**config.mk**
```make
export PLATFORM = sky130hd
export DESIGN_NAME = pong_buttons
export DESIGN_NICKNAME = d
export VERILOG_FILES = /design/src/rtl/pong_pkg.sv /design/src/rtl/pong_debounce.sv /design/src/rtl/pong_buttons.sv
export SDC_FILE = /design/constraint.sdc
export NUM_CORES = 1
export LEC_CHECK = 0
export ABC_AREA = 0
export CAP_MARGIN = 25
export CORE_ASPECT_RATIO = 1.1
export CORE_MARGIN = 2
export CORE_UTILIZATION = 52
export DETAILED_ROUTE_END_ITERATION = 10
export GPL_ROUTABILITY_DRIVEN = 1
export PLACE_DENSITY = 0.74
export SETUP_SLACK_MARGIN = 0.15
export SKIP_LAST_GASP = 1
export SYNTH_ARGS = -nofsm -noshare
export SYNTH_HDL_FRONTEND = slang
export SYNTH_SLANG_ARGS = --single-unit
export TNS_END_PERCENT = 30
```
**constraint.sdc**
```tcl
create_clock -name _i_clk -period 1.7 [get_ports _i_clk]
set_input_delay 0.34 -clock _i_clk [delete_from_list [all_inputs] [get_ports _i_clk]]
set_output_delay 0.34 -clock _i_clk [all_outputs]
set_load 0.02 [all_outputs]
```
**src/rtl/pong_pkg.sv**
```systemverilog
// ============================================================================
// Module   : pong_pkg
// Purpose  : Shared constants for the pong button front end: default debounce
//            length, debounce counter width and player channel indices.
// Ports    : none (package)
// Revision : 1.0 - initial release
// ============================================================================
`default_nettype none

package pong_pkg;

   // 10 ms of stable input at the 16 MHz board clock
   localparam int unsigned DEBOUNCE_DEFAULT = 160_000;
   // Smallest width whose range exceeds DEBOUNCE_DEFAULT
   localparam int unsigned DEBOUNCE_CNT_W   = 18;

   // Player channel indices into the 2-bit button/ack/status vectors
   localparam int LEFT        = 0;
   localparam int RIGHT       = 1;
   localparam int NUM_PLAYERS = 2;

endpackage : pong_pkg

`default_nettype wire

```
**src/rtl/pong_debounce.sv**
```systemverilog
// ============================================================================
// Module   : pong_debounce
// Purpose  : One button channel: 2-flop synchronizer on the inverted
//            (active-high) pin, then a counter that accepts a new level only
//            after it has been seen DEBOUNCE_CYCLES consecutive cycles.
// Ports    : clk    - system clock
//            rst    - synchronous active-high reset
//            btn_n  - raw asynchronous pin, active-low
//            level  - debounced level, 1 = pressed (registered)
//            rise   - 1 for the cycle whose edge will set level from 0 to 1
// Revision : 1.0 - initial release
// ============================================================================
`default_nettype none

module pong_debounce
   import pong_pkg::*;
#(
   parameter int unsigned DEBOUNCE_CYCLES = DEBOUNCE_DEFAULT,
   parameter int unsigned CNT_W           = DEBOUNCE_CNT_W
) (
   input  logic clk,
   input  logic rst,
   input  logic btn_n,
   output logic level,
   output logic rise
);

   localparam logic [CNT_W-1:0] LAST = CNT_W'(DEBOUNCE_CYCLES - 1);

   logic             sync_1;
   logic             sync_2;
   logic             stable;
   logic [CNT_W-1:0] count;
   logic             differs;
   logic             accept;

   always_comb begin
      differs = sync_2 ^ stable;
      // The counter saturates at LAST, so this edge is the one that commits
      accept  = differs && (count == LAST);
   end

   always_ff @(posedge clk) begin
      if (rst) begin
         sync_1 <= 1'b0;
         sync_2 <= 1'b0;
         stable <= 1'b0;
         count  <= '0;
      end else begin
         sync_1 <= ~btn_n;
         sync_2 <= sync_1;
         if (!differs) begin
            // Any return to the stable level discards a partial count
            count <= '0;
         end else if (accept) begin
            stable <= sync_2;
            count  <= '0;
         end else begin
            count <= count + CNT_W'(1);
         end
      end
   end

   assign level = stable;
   // Built from registered state only, so the parent can act on the same
   // edge that level rises without an input-to-output path.
   assign rise  = accept & sync_2;

endmodule : pong_debounce

`default_nettype wire

```
**src/rtl/pong_buttons.sv**
```systemverilog
// ============================================================================
// Module   : pong_buttons
// Purpose  : Two-player button front end for the pong core. Debounces both
//            pins and turns each debounced press into a sticky hit request
//            that the core acknowledges; a press arriving while the previous
//            hit is still pending latches an overrun flag until reset.
// Ports    : _i_clk      - 16 MHz system clock
//            _i_rst      - synchronous active-high reset
//            _i_btn_n    - raw pins, active-low; [0]=left, [1]=right
//            _i_ack      - per-player hit acknowledge from the core
//            _o_pressed  - debounced level, 1 = pressed
//            _o_hit      - sticky hit request
//            _o_overrun  - sticky, press while hit still unacknowledged
// Revision : 1.0 - initial release
// ============================================================================
`default_nettype none

module pong_buttons
   import pong_pkg::*;
#(
   parameter int unsigned DEBOUNCE_CYCLES = DEBOUNCE_DEFAULT,
   parameter int unsigned CNT_W           = DEBOUNCE_CNT_W
) (
   input  logic                   _i_clk,
   input  logic                   _i_rst,
   input  logic [NUM_PLAYERS-1:0] _i_btn_n,
   input  logic [NUM_PLAYERS-1:0] _i_ack,
   output logic [NUM_PLAYERS-1:0] _o_pressed,
   output logic [NUM_PLAYERS-1:0] _o_hit,
   output logic [NUM_PLAYERS-1:0] _o_overrun
);

   logic [NUM_PLAYERS-1:0] level;
   logic [NUM_PLAYERS-1:0] rise;
   logic [NUM_PLAYERS-1:0] hit;
   logic [NUM_PLAYERS-1:0] overrun;

   pong_debounce #(
      .DEBOUNCE_CYCLES (DEBOUNCE_CYCLES),
      .CNT_W           (CNT_W)
   ) u_deb_left (
      .clk   (_i_clk),
      .rst   (_i_rst),
      .btn_n (_i_btn_n[LEFT]),
      .level (level[LEFT]),
      .rise  (rise[LEFT])
   );

   pong_debounce #(
      .DEBOUNCE_CYCLES (DEBOUNCE_CYCLES),
      .CNT_W           (CNT_W)
   ) u_deb_right (
      .clk   (_i_clk),
      .rst   (_i_rst),
      .btn_n (_i_btn_n[RIGHT]),
      .level (level[RIGHT]),
      .rise  (rise[RIGHT])
   );

   always_ff @(posedge _i_clk) begin
      if (_i_rst) begin
         hit     <= '0;
         overrun <= '0;
      end else begin
         // A new press wins over an acknowledge on the same edge
         hit     <= rise | (hit & ~_i_ack);
         // Only a press that lands on a still-pending, unacknowledged hit
         // counts as lost; acking on the same edge hands it over cleanly.
         overrun <= overrun | (rise & hit & ~_i_ack);
      end
   end

   assign _o_pressed = level;
   assign _o_hit     = hit;
   assign _o_overrun = overrun;

endmodule : pong_buttons

`default_nettype wire

```
## After elaboration in Yosys (flattened, before gate mapping)

Cells that the tools add are included.

- Register bits: 46
- Input bits: 6
- Logic and storage cells: 34

- Bitwise operators: 14
- Reduce and logical (&&, ||, !) cells: 6
- Add/sub/neg operators: 2
- Equal/unequal tests: 2

Operator list:

| kind | count |
|---|---|
| $add A18 B1 Y18 const B | 2 |
| $eq A18 B18 Y1 const B | 2 |
| $and A2 B2 Y2 | 3 |
| $reduce_or A3 Y1 | 2 |
| $not A1 Y1 | 4 |
| $or A2 B2 Y2 | 2 |
| $reduce_and A2 Y1 | 2 |
| $and A1 B1 Y1 | 2 |
| $logic_and A1 B1 Y1 | 2 |
| $not A2 Y2 | 1 |
| $xor A1 B1 Y1 | 2 |

## Logic depth before layout (Yosys ltp)

Gate-level depths: netlist of run 1.

- Depth after elaboration: 6
- Gate-level depth with buffers: 6
- Depth with buffers taken out: 5

## By module

From an unflattened synthesis of run 1, not the netlist that was laid out.

- Cells, all modules: 226
- Area total of the unflattened synthesis: 2134.5 sq um

By module, submodules not included:

| module | area an instance (sq um) | times used | cells an instance |
|---|---|---|---|
| pong_debounce | 998.5 | 2 | 106 |
| pong_buttons | 137.6 | 1 | 14 |

## Worst setup path after synthesis of run 1

No wires, ideal clock.

- Path kind: register to register
- Start point: register u_deb_left.count[11]
- End point: register u_deb_left.count[16]
- Arrival: 1659 ps
- Cell stages (with the launch flop): 7
- Data required time: 1585 ps
- Path buffers: 2
- Slack: -74 ps
- Cell sequence: dfxtp_1 -> or4b_1 -> or3_1 -> buf_2 -> o21ai_4 -> buf_6 -> nor2_1

- Word-level cells in the longest chain between the ends: 3

Ends and longest elaborated chain:

| item | line | RTL |
|---|---|---|
| start: declaration | pong_debounce.sv:33 | `logic [CNT_W-1:0] count;` |
| start signal: assignment | pong_debounce.sv:59 | `count <= count + CNT_W'(1);` |
| parallel branches: the longest is 3 deep, another holds $add A18 B1 Y18 | -- |  |

Parallel ways; which one is timed is not known.
A chain may end at the register's enable or synchronous reset.

## Worst setup path after layout of run 1

- Start point: register u_deb_left.count[11]
- End point: register u_deb_left.count[17]

The elaborated chain is that of the path after synthesis.

==> results of run 1 <==
## metal layers
layer | part of all wire | wire, microns | GRT usage
met5 | 0 | 0 | 0
met4 | 0.019 | 87 | 0.109
met3 | 0.056 | 256 | 0.0568
met2 | 0.49 | 2210 | 0.330
met1 | 0.44 | 1990 | 0.241
## how the worst max path moves through the flow
stage / cells after the start / slack (ps) / endpoint
2_1_floorplan: 6 / -70 / u_deb_left.count[11]$_SDFF_PP0_
3_3_place_gp: 5 / -30 / u_deb_right.count[3]$_SDFF_PP0_
3_5_place_dp: 5 / -70 / u_deb_right.count[4]$_SDFF_PP0_
4_1_cts: 4 / -10 / _o_hit[0]$_SDFF_PP0_
5_1_grt: 5 / -40 / u_deb_left.count[0]$_SDFF_PP0_
6_report: 5 / 20 / u_deb_left.count[17]$_SDFF_PP0_
## state kept, by name, summed over array words and instances (netlist names), 2 cells and up
| signal | flops |
|---|---|
| _o_hit | 2 |
| _o_overrun | 2 |
| u_deb_left.count | 18 |
| u_deb_right.count | 18 |
## cell usage after synthesis (2+ instances only)
cell type,n
nand2_1,9
or3_1,6
buf_4,2
o32ai_1,3
nor4_1,9
buf_2,4
ha_1,2
nand2b_1,3
nor2b_1,4
and4_1,2
o21ai_0,5
nand4_1,12
xnor2_1,17
or4_1,2
and2_1,2
inv_1,5
nor4b_1,2
and3_1,2
clkbuf_1,3
nand3_1,15
a21oi_1,3
nor2_1,36
nor3_1,4
xor2_1,14
dfxtp_1,46
## cells by family after synthesis
family,count (synthesis),synth area share
xor gates and xnor gates,31,0.135
adders and majority gates,2,0.0124
AOI/OAI and AO/OA,16,0.0566
DFF,46,0.457
buffers and inverters,15,0.0379
and+or+nand+nor,114,0.301
## cell type report
type	count	area, sq um
tap	50	62.6
fill	289	1010
clock buffer	7	86.3
timing repair buffer	55	455
multi-input combinational	163	1110
clock inverter	1	5.00
sequential	46	940
inverter	5	18.8
## critical path: cells and delay by family (launching register included)
kind | cells | cell delay [ps]
and+or+nand+nor | 2 | 880
buffers and inverters | 1 | 160
AOI/OAI and AO/OA | 2 | 200
DFF | 1 | 320
## what timing repair did
item / CTS / global route
setup endpoints to repair: 44 / 46
buffers inserted: 2 / 8
pin swaps: 1 / 7
resized for setup: 3 / 28
## report_power, final
group | switching [mW] | internal, mW
combinational | 0.0212 | 0.0252
clock | 0.363 | 0.328
sequential | 0.00363 | 1.08
==> results_dict.tcl, run 1 <==
set metrics [dict create \
    status "completed" \
    cp_slowest_cell "or4b_1" \
    final_cell_mix "43 x buf_4, 36 x nor2_1, 33 x dfxtp_1, 17 x xnor2_1" \
    grt_overflow 0 \
    fin_cells 327 \
    clkTransAtPathRegs_ps 80 \
    synth.distinct_cells 37 \
    core-area_sq_mm 0.00368 \
    r2r-start "u_deb_left.count[11]$_SDFF_PP0_" \
    layout-drive-gt1-share 0.296 \
    worst_ep_required_time_ps 1880 \
    vias 1782 \
    synth_top_area_frac 0.457 \
    grt_usage 0.203 \
    ios 12 \
    rrSetupSlack_ps 20 \
    worstPathArrival_ps 1860 \
    place_area_sq_mm 0.00240 \
    final_core_util 0.726 \
    cts.sinks 46 \
    clockRootBuffer "clkbuf_8" \
    nets 284 \
    cts_tree "built" \
    hold_path_end "u_deb_right.sync_2$_SDFF_PP0_" \
    ys_seq_area_frac 0.457 \
    hp-start "u_deb_right.sync_1$_SDFF_PP0_" \
    r2r-end "u_deb_left.count[17]$_SDFF_PP0_" \
    whs_path_depth 1 \
    finalSetupViolCount 0 \
    path_cells "or4b_1, or3_4, o21ai_4, buf_12, a21oi_1" \
    avgSynthCellArea_sq_um 8.99 \
    dp_cells 309 \
    drv_cap 0 \
    antenna_found_initial 0 \
    slowest_delay_ps 510 \
    grt_pass1_wl_microns 7130 \
    tightest_slew_ps 385 \
    rsz0062_at_grt "yes" \
    rows 23 \
    cp-start-kind "flip-flop" \
    irDropWorstVdd_mv 0.724 \
    clk_latency_ps 310 \
    power_mw 1.82 \
    hold_viol 0 \
    grt_pass1_vias 1708 \
    synthToLayoutAreaGrowth_pct 32.8 \
    setup_ws_ps 20.7 \
    num_antenna_cells 0 \
    initial_core_util 0.547 \
    synth_ff_type "dfxtp_1" \
    synth.area.top_cells "dfxtp_1 46%, xnor2_1 7.4%, nor2_1 6.7%" \
    slew_headroom 0.741 \
    mostFrequentLayoutCell "buf_4" \
    final_area_sq_mm 0.00267 \
    vias_per_cell 5.45 \
    critPathKind "reg2reg" \
    p_per_area_mw_per_mm2 681 \
    cts_hold_buffers 0 \
    fmax_mhz 595 \
    holdWs_ps 452 \
    critPathMaxFanout 17 \
    leakagePower_nw 0.914 \
    finalSetupTns_ps 0 \
    synth_cells 224 \
    slew_viol_final 0 \
    cts_buffer_depth 2 \
    antenna_left 0 \
    cts_max_level 2 \
    cts_made_buffers 5 \
    gp_congestion 0.841 \
    routed_wl_microns 4550 \
    drc 0 \
    ys_warn_count 0 \
    ff2ff_path_depth 5 \
    async_flop_share 0 \
    pre_cts_ws_ps -69.0 \
    die_h_microns 69.3 \
    routedWlPerCell_microns 13.9 \
    fin_crit_sh 0.988 \
    drt_iter0_markers 130 \
    fp.dieW_microns 63.3 \
    dr.pass1.iters 4 \
    synth_edf_count 0 \
    worstSetupStartpoint "u_deb_left.count[11]$_SDFF_PP0_" \
    finalCriticalPeriod_ps 1680 \
    synth-seq-cells 46 \
    worst_hold_path_type "reg2reg" \
    dieArea_sq_mm 0.00439 \
    synth_nets 232 \
    synth_top_area_cell "dfxtp_1" \
    finalClockSkew_ps 7.90 \
    grt_max_degree 18 \
    dp_hpwl_microns 2790 \
    port-buffer-count 11 \
    critPathCaptureType "flip-flop" \
    syn-cell-area_sq_mm 0.00201 \
]
(Power assumes the default switching activity.)
==> run 2: changes to the inputs <==
SETUP_SLACK_MARGIN = default   (was 0.15)
==> run 2 against run 1 <==
Sequential cell count is the same. Clock-buffer cell count is the same. Clock skew shrank 1.4 ps. Register-to-register slack is essentially flat. Die area is the same. Largest power group unchanged. First-iteration DRC count shrank 14%. Via count shrank 4.9%. Cell count shrank 2.1%. Critical endpoint is now u_deb_left.level$_SDFFE_PP0P_. Power shrank 0.14%. Wire length shrank 14%. Sequential share of layout area grew 0.69 points. Global-route usage shrank 1.2 points.
==> results_dict.tcl, run 2 (synthesized netlist as in run 1, its figures left out) <==
set metrics [dict create \
    dr.pass1.iters 4 \
    slew_headroom 0.723 \
    cts_made_buffers 5 \
    clkTransAtPathRegs_ps 80 \
    grt_pass1_wl_microns 6720 \
    power_mw 1.82 \
    cts.sinks 46 \
    cp-start-kind "flip-flop" \
    routedWlPerCell_microns 12.3 \
    leakagePower_nw 0.856 \
    worst_ep_required_time_ps 1890 \
    layout-drive-gt1-share 0.215 \
    use_met2 0.309 \
    initial_core_util 0.547 \
    comb_power_share 0.025 \
    final_cell_mix "45 x dfxtp_1, 36 x nor2_1, 35 x buf_4, 17 x xnor2_1, 15 x nand3_1" \
    fin_cells 320 \
    fmax_mhz 590 \
    clockRootBuffer "clkbuf_8" \
    mostFrequentLayoutCell "dfxtp_1" \
    multi_input_area_sq_mm 0.00107 \
    grt-busiest-layer "met2" \
    n_fill_cell 309 \
    dp_cells 311 \
    slowest_delay_ps 520 \
    cts_max_level 2 \
    gp_congestion 0.875 \
    worst_hold_path_type "reg2reg" \
    dp_hpwl_microns 2760 \
    p_per_area_mw_per_mm2 707 \
    slew_viol_final 0 \
    dieArea_sq_mm 0.00439 \
    rows 23 \
    pre_cts_ws_ps -47.5 \
    port-buffer-count 11 \
    vias 1695 \
    grt_use_met1 0.230 \
    regArea_sq_um 922 \
    path_delay_family "simple AND/OR/NAND/NOR gates" \
    status "completed" \
    ios 12 \
    power_frac_seq 0.596 \
    setup_ws_ps 5.92 \
    drt_iter0_markers 112 \
    crit_buf_inv 1 \
    finalClockSkew_ps 6.54 \
    antenna_left 0 \
    num_antenna_cells 0 \
    rsz0062_at_grt "yes" \
    fin_crit_sh 0.997 \
    sw_frac_of_total 0.211 \
    internal_power_mw 1.44 \
    worstPathArrival_ps 1880 \
    core-area_sq_mm 0.00368 \
    irDropWorstVdd_mv 0.573 \
    drc 0 \
    routed_wl_microns 3920 \
    grt_max_degree 18 \
    finalSetupTns_ps 0 \
    critPathKind "reg2reg" \
    grt_pass1_vias 1605 \
    vias_per_cell 5.30 \
    nets 277 \
    tightest_slew_ps 414 \
    cts_hold_buffers 0 \
    fp.dieW_microns 63.3 \
    final_core_util 0.699 \
    critPathCaptureType "flip-flop" \
    cts_tree "built" \
    cts_buffer_depth 2 \
    finalSetupViolCount 0 \
    critPathMaxFanout 4 \
    antenna_found_initial 0 \
    hold_viol 0 \
    cp_slowest_cell "or4b_1" \
    grt_usage 0.191 \
    path_cells "or4b_1, or3_4, buf_4, o21ai_2, o41ai_2" \
    drv_cap 0 \
    p_sw_mw 0.383 \
    largestRegisters "u_deb_left.count x18, u_deb_right.count x18" \
    finalCriticalPeriod_ps 1690 \
    p_clk_frac 0.378 \
    clk_latency_ps 300 \
    grt_overflow 0 \
    use_met3 0.0666 \
    die_h_microns 69.3 \
    synthToLayoutAreaGrowth_pct 27.8 \
]
run 2: timing repair:
item	4_1_cts	5_1_grt
gates resized for setup	3	6
buffers inserted	0	1
endpoints found under the setup margin	33	41
pin swaps	0	1
hold endpoints to repair	0	0
run 2: cell type report:
cell class	count	share of cell area
sequential	46	0.358
clock buffer	7	0.0335
tap	50	0.0243
clock inverter	1	0.00194
timing repair buffer	48	0.160
multi-input combinational	163	0.414
inverter	5	0.00729
run 2: path summary, 6_finish.rpt:
kind / startpoint / end / slack [ps] / cells after the start
max: u_deb_left.count[11]$_SDFF_PP0_ / u_deb_left.level$_SDFFE_PP0P_ / 6 / 5
min: u_deb_left.sync_1$_SDFF_PP0_ / u_deb_left.sync_2$_SDFF_PP0_ / 440 / 1
max reg2reg: u_deb_left.count[11]$_SDFF_PP0_ / u_deb_left.level$_SDFFE_PP0P_ / 6 / 5
min reg2reg: u_deb_left.sync_1$_SDFF_PP0_ / u_deb_left.sync_2$_SDFF_PP0_ / 440 / 1
run 2: metrics by stage:
stage | area, sq um | hold WS [ps]
3_5_place_dp | 2420 | 424
3_3_place_gp | 2420 | 420
4_1_cts | 2540 | 444
6_report | 2570 | 440
5_1_grt | 2570 | 460
2_1_floorplan | 2020 | 407
run 2: worst reg2reg max path, stage by stage (launching register included):
cell     delay, ps
dfxtp_2        330
or4b_1         520
or3_4          370
buf_4          170
o21ai_2        120
o41ai_2         80
run 2: metal layers:
| layer | routed length, microns | share of wire |
|---|---|---|
| met1 | 1850 | 0.47 |
| met2 | 1830 | 0.47 |
| met3 | 191 | 0.049 |
| met4 | 48 | 0.012 |
| met5 | 0 | 0 |
run 2: power by group through the flow:
stage	sequential [mW]	clock (mW)	combinational [mW]
3_3_place_gp	1.11	0	0.0444
2_1_floorplan	1.11	0	0.0216
6_report	1.08	0.688	0.0463
3_5_place_dp	1.11	0	0.0446
5_1_grt	1.09	0.758	0.0505
4_1_cts	1.08	0.709	0.0456
